--- config.mk ---
export PLATFORM = sky130hd
export DESIGN_NAME = tcu_fedp_arbiter
export DESIGN_NICKNAME = d
export VERILOG_FILES = /design/src/rtl/tcu_fedp_arbiter.sv
export SDC_FILE = /design/constraint.sdc
export NUM_CORES = 1
export LEC_CHECK = 0
export BUFFER_PORTS_ARGS = -buffer_cell sky130_fd_sc_hd__buf_2
export CELL_PAD_IN_SITES_DETAIL_PLACEMENT = 1
export CELL_PAD_IN_SITES_GLOBAL_PLACEMENT = 1
export CORE_AREA = 4 4 609 611
export CTS_BUF_LIST = sky130_fd_sc_hd__clkbuf_4 sky130_fd_sc_hd__clkbuf_8 sky130_fd_sc_hd__clkbuf_16
export CTS_CLUSTER_SIZE = 20
export DETAILED_ROUTE_END_ITERATION = 12
export DIE_AREA = 0 0 613 615
export PLACE_DENSITY = 0.3
export SYNTH_ARGS = -nofsm -noshare
export SYNTH_HDL_FRONTEND = slang
export SYNTH_SLANG_ARGS = --single-unit
--- constraint.sdc ---
create_clock -name clk -period 2.53 [get_ports clk]
set_input_delay 0.1265 -clock clk [delete_from_list [all_inputs] [get_ports clk]]
set_output_delay 0.1265 -clock clk [all_outputs]
set_load 0.005 [all_outputs]
--- src/rtl/tcu_fedp_arbiter.sv ---
// Round-robin front end sharing one fixed-latency FEDP pipeline between NUM_REQS requesters.
// Tracks {valid, idx, tag} beside the FEDP and returns results through a registered valid/ready port.
module tcu_fedp_arbiter #(
    parameter int NUM_REQS  = 4,
    parameter int N         = 4,
    parameter int LATENCY   = 8,
    parameter int TAG_WIDTH = 4
) (
    input  logic                                 clk,
    input  logic                                 reset,
    input  logic [NUM_REQS-1:0]                  req_valid,
    output logic [NUM_REQS-1:0]                  req_ready,
    input  logic [NUM_REQS-1:0][3:0]             req_fmt_s,
    input  logic [NUM_REQS-1:0][3:0]             req_fmt_d,
    input  logic [NUM_REQS-1:0][N*32-1:0]        req_a_row,
    input  logic [NUM_REQS-1:0][N*32-1:0]        req_b_col,
    input  logic [NUM_REQS-1:0][31:0]            req_c_val,
    input  logic [NUM_REQS-1:0][TAG_WIDTH-1:0]   req_tag,
    output logic                                 fedp_enable,
    output logic [3:0]                           fedp_fmt_s,
    output logic [3:0]                           fedp_fmt_d,
    output logic [N*32-1:0]                      fedp_a_row,
    output logic [N*32-1:0]                      fedp_b_col,
    output logic [31:0]                          fedp_c_val,
    input  logic [31:0]                          fedp_d_val,
    output logic                                 rsp_valid,
    input  logic                                 rsp_ready,
    output logic [31:0]                          rsp_d_val,
    output logic [$clog2(NUM_REQS)-1:0]          rsp_idx,
    output logic [TAG_WIDTH-1:0]                 rsp_tag,
    output logic                                 busy
);

    localparam int IDX_W = $clog2(NUM_REQS);

    if (NUM_REQS < 2) begin : g_bad_num_reqs
        $error("tcu_fedp_arbiter: NUM_REQS must be >= 2");
    end
    if (LATENCY < 1) begin : g_bad_latency
        $error("tcu_fedp_arbiter: LATENCY must be >= 1");
    end

    logic [IDX_W-1:0] rr;
    logic [IDX_W-1:0] grant_idx;
    logic [IDX_W:0]   cand;
    logic             any_valid;
    logic             fire;
    logic             tail_vld;

    logic [LATENCY-1:0]                vld_pipe;
    logic [LATENCY-1:0][IDX_W-1:0]     idx_pipe;
    logic [LATENCY-1:0][TAG_WIDTH-1:0] tag_pipe;

    // First valid requester scanning upward from rr, wrapping modulo NUM_REQS.
    always_comb begin
        grant_idx = rr;
        any_valid = 1'b0;
        cand      = '0;
        for (int i = 0; i < NUM_REQS; i++) begin
            cand = {1'b0, rr} + (IDX_W+1)'(i);
            if (cand >= (IDX_W+1)'(NUM_REQS))
                cand = cand - (IDX_W+1)'(NUM_REQS);
            if (!any_valid && req_valid[cand[IDX_W-1:0]]) begin
                grant_idx = cand[IDX_W-1:0];
                any_valid = 1'b1;
            end
        end
    end

    assign tail_vld    = vld_pipe[LATENCY-1];
    // Freeze only when a finished result has nowhere to go.
    assign fedp_enable = !(tail_vld && rsp_valid && !rsp_ready);
    assign fire        = any_valid && fedp_enable;

    always_comb begin
        req_ready = '0;
        if (fire)
            req_ready[grant_idx] = 1'b1;
    end

    assign fedp_fmt_s = req_fmt_s[grant_idx];
    assign fedp_fmt_d = req_fmt_d[grant_idx];
    assign fedp_a_row = req_a_row[grant_idx];
    assign fedp_b_col = req_b_col[grant_idx];
    assign fedp_c_val = req_c_val[grant_idx];

    always_ff @(posedge clk) begin
        if (!reset) begin
            rr       <= '0;
            vld_pipe <= '0;
        end else begin
            if (fire)
                rr <= (grant_idx == IDX_W'(NUM_REQS-1)) ? '0 : grant_idx + 1'b1;
            if (fedp_enable) begin
                vld_pipe[0] <= fire;
                for (int k = 1; k < LATENCY; k++)
                    vld_pipe[k] <= vld_pipe[k-1];
            end
        end
    end

    // Side-band payload is qualified by vld_pipe, so it needs no reset.
    always_ff @(posedge clk) begin
        if (fedp_enable) begin
            idx_pipe[0] <= grant_idx;
            tag_pipe[0] <= req_tag[grant_idx];
            for (int k = 1; k < LATENCY; k++) begin
                idx_pipe[k] <= idx_pipe[k-1];
                tag_pipe[k] <= tag_pipe[k-1];
            end
        end
    end

    always_ff @(posedge clk) begin
        if (!reset) begin
            rsp_valid <= 1'b0;
            rsp_d_val <= '0;
            rsp_idx   <= '0;
            rsp_tag   <= '0;
        end else if (fedp_enable && tail_vld) begin
            rsp_valid <= 1'b1;
            rsp_d_val <= fedp_d_val;
            rsp_idx   <= idx_pipe[LATENCY-1];
            rsp_tag   <= tag_pipe[LATENCY-1];
        end else if (rsp_ready) begin
            rsp_valid <= 1'b0;
        end
    end

    assign busy = (|vld_pipe) || rsp_valid;

endmodule

==> summary.md <==
| Metric | Value |
|---|---|
| Post-synth cell types | 30 |
| Minimum clock period | 2.979 ns |
| Crit end category | output pin |
| Yosys reg bits | 97 |
| Vias in the first global route | 25,670 |
| Violated checks | negative setup slack |
| CTS clock-pin slew for the worst setup and hold paths | 0.12 ns |
| Max Cap Viol | 0 |
| Critical path's top delay family | buffers and inverters |
| Final Hold Violating Endpoints | 0 |
| Mean post-synth cell area | approximately 6 sq um |
| Placed wire-length estimate | ~250 mm |
| Final Routed Wirelength | 285.8 mm |
| First-pass GRT wire length | about 330 mm |
| Crit Path Max Fanout | 21 |
| Power Total | 32.70 mW |
| Final setup violation count | 301 |
| Initial antenna violation count | 310 |
| GRT Util Overall | 0.1402 |
| Critical path, cell by cell | and2b_2 -> nor4_4 -> nor2_4 -> buf_12 -> clkinv_16 -> buf_8 -> buf_16 -> nand2_1 -> a32oi_2 -> buf_4 -> buf_2 |
| CTS Sinks | 97 |
| FMAX | roughly 340 MHz |
| CTS Buffer Depth | 2 |
| Clock buffer count from CTS | 9 |
| Grt ovf | 0 |
| Worst path arrival time | around 2.9 ns |
| Post-synthesis adder-cell area fraction | 0.001057 |
| Share of layout cells above drive strength 1 | 0.6545 |
| IO Count | around 1,600 |
| Leakage | ~15 nW |
| Setup TNS | -77.19 ns |
| Worst-Margin Slew | 1.334 ns |
| Status | complete, but fails checks |
| Worst Slack Setup Final | -0.4491 ns |
| Clock Latency Late Sink | 0.46 ns |
| H-tree level count | 3 |
| Mapped Cells | 1,986 |
| Largest net degree at the start of global routing | 59 |
| Final GP Congestion | 0.9277 |
| Core Area | 365,000 sq um |
| RSZ-0062 raised after global routing | yes |
| P per Cell Area | roughly 900 nW/um^2 |
| Synth Area in Compound Gates | 0.3834 |
| # DRC | 0 |
| Crit-path max cell delay | between 0.3 and 0.4 ns |
| CTS tree | done |
| Placement Cell Area | 28,230 sq um |
| Vias per inst | 2.883 |
| Sequential cell area fraction in the yosys report | 0.2047 |
| Drt initial violations | 1,400 |
| Synthesis-to-finish area growth | 207.5% |
| Critical path class | flip-flop to output pin |
| Port bufs | about 1,600 |
| Mux share of post-synthesis cell area | 0.0008459 |
| Full die area | 377,000 sq um |
| CP Buf/Inv Count | 6 |
| Post-Layout Inst Area | 36,390 sq um |
| Largest family of logic cells by synthesized area | compound AO/OA/AOI/OAI gates |
| Simple-Gate Fraction of Synth Area | 0.3275 |
| Syn_nets | 3,226 |
| Starting density of the core | 0.03242 |
| TritonRoute pass-1 iters | 5 |
| Final worst path period share | 1.178 |
| Clock skew | between 0.07 and 0.08 ns |
| CP Launch Type | flip-flop |
| Worst EP required | 2.40 ns |
| Xor/xnor share of the synthesized area | 0 |
| Synthesis warning total | 0 |
| Max-Slew Margin vs Limit | 0.1010 |
| Root Driver | clkbuf_16 |
| VDD IR max | 0.3074 mV |
| Row cnt | 222 |
| Final nets | between 5,000 and 6,000 |
| Width of the die | 613 um |
| Via Count | 25,210 |
| Avg WL per Cell | around 33 um |
| Die Ht | 615 um |
| Worst path slowest cell | dfxtp_2 |
| Area of the mapped netlist | 11,830 sq um |
| Worst min-delay path category | primary input to flip-flop |
| Remaining antenna violation count | 0 |
| Pins Over Slew Limit | 0 |
registers in the layout, summed over array words and instances (netlist names):
register	cells
tag_pipe	32
rr	2
rsp_idx	2
rsp_d_val	32
idx_pipe	16
rsp_valid	1
vld_pipe	8
rsp_tag	4
placed cells by master (no fill, tap or decap), drive strengths merged, types with 2 or more instances in the layout:
master	n
buf	1994
nand2	984
a21oi	302
a32oi	300
diode	77
clkbuf	49
dfxtp	49
edfxtp	48
a21boi	46
dlygate4sd3	25
nand3	8
inv	8
nor2b	6
nor3	5
nor2	4
clkinv	4
bufbuf	3
o21a	2
nor4	2
metrics by stage:
step,utilization,instances,hold WS (ns),setup WS [ns]
3_5_place_dp,0.07735,8442,0.4047,-0.7918
3_3_place_gp,0.07735,8442,0.3875,-0.8823
5_1_grt,0.09926,8680,0.02494,-0.5275
4_1_cts,0.08576,8550,0.01376,-0.5293
2_1_floorplan,-,1986,0.2714,0.3397
6_report,0.09970,8743,0.06540,-0.4491
timing repair:
item,4_1_cts,5_1_grt
hold endpoints to repair,25,0
hold buffers,25,0
endpoints found under the setup margin,302,303
pin swaps,60,342
cloned,21,44
gates resized for setup,257,789
setup buffers,47,86
report_power, final:
group | leakage, nW | switching [mW] | internal [mW]
combinational | 14.0 | 15.6 | 13.1
clock | 0.150 | 1.03 | 0.721
sequential | 0.911 | 0.212 | 2.09
worst reg2reg max path: stages, from the launching register on:
cell and delay (ns):
dfxtp_2 0.36, and2b_2 0.25, nor4_4 0.30, nor2_4 0.09, buf_12 0.16, clkinv_16 0.10, buf_12 0.13, buf_12 0.14
buf_12 0.11, clkbuf_16 0.16, buf_4 0.12, nand2_2 0.06, a32oi_4 0.35
cells in the mapped netlist:
library cell  number  area (sq um)
nand2_1          984          3694
a21oi_1          302          1511
a32oi_1          300          2628
buf_2            105         525.5
clkbuf_1          86         322.8
dfxtp_1           49         980.9
edfxtp_1          48          1441
a21boi_0          46         345.3
buf_1             18         67.56
nand3_1            8         40.04
nor2b_1            6         37.54
buf_4              5         37.54
inv_1              5         18.77
nor3_1             5         25.02
nor2_1             3         11.26
o21a_1             2         15.01
a211o_1            1         8.760
and2b_1            1         7.510
and3b_1            1         8.760
ha_1               1         12.51
inv_2              1         3.750
mux2i_1            1         10.01
nand2b_1           1         6.260
nor2_4             1         11.26
nor4_1             1         6.260
nor4_4             1         21.27
o211ai_1           1         7.510
o21ai_0            1         5.000
o41ai_2            1         16.27
or3_1              1         6.260
area by class of cell:
class / instances / area [sq um]
fill: 43760 / 328600
timing repair buffer: 2062 / 15790
multi-input combinational: 1669 / 11590
tap: 4816 / 6026
sequential: 97 / 2425
clock buffer: 9 / 225.2
antenna: 77 / 192.7
clock inverter: 7 / 81.33
inverter: 6 / 55.05
per-layer routing:
layer | vias up | GRT usage | part of all wire
met2 | 1359 | 0.2469 | 0.49
met4 | 168 | 0.01433 | 0.018
met1 | 12230 | 0.1643 | 0.40
li1 | 10960 | - | -
met3 | 491 | 0.05499 | 0.090
met5 | - | 0 | 0.0035
cells by family (layout without fill, tap and decap cells):
group | Yosys count | count (layout)
mux | 1 | 1
buf+inv | 220 | 2084
fa+ha+maj | 1 | 1
simple gates | 1013 | 1013
compound gates | 654 | 654
other cells | 0 | 77
flops | 97 | 97
final timing paths:
kind,end,cells after the start,slack (ns),startpoint
setup / recovery,fedp_b_col[120],11,-0.45,rr[0]
hold / removal,rsp_d_val[23],3,0.07,fedp_d_val[23]
setup reg to reg,tag_pipe[3],12,-0.03,rr[0]
hold reg to reg,tag_pipe[17],0,0.40,tag_pipe[13]
No activity file was read; power rests on OpenSTA's default activity.
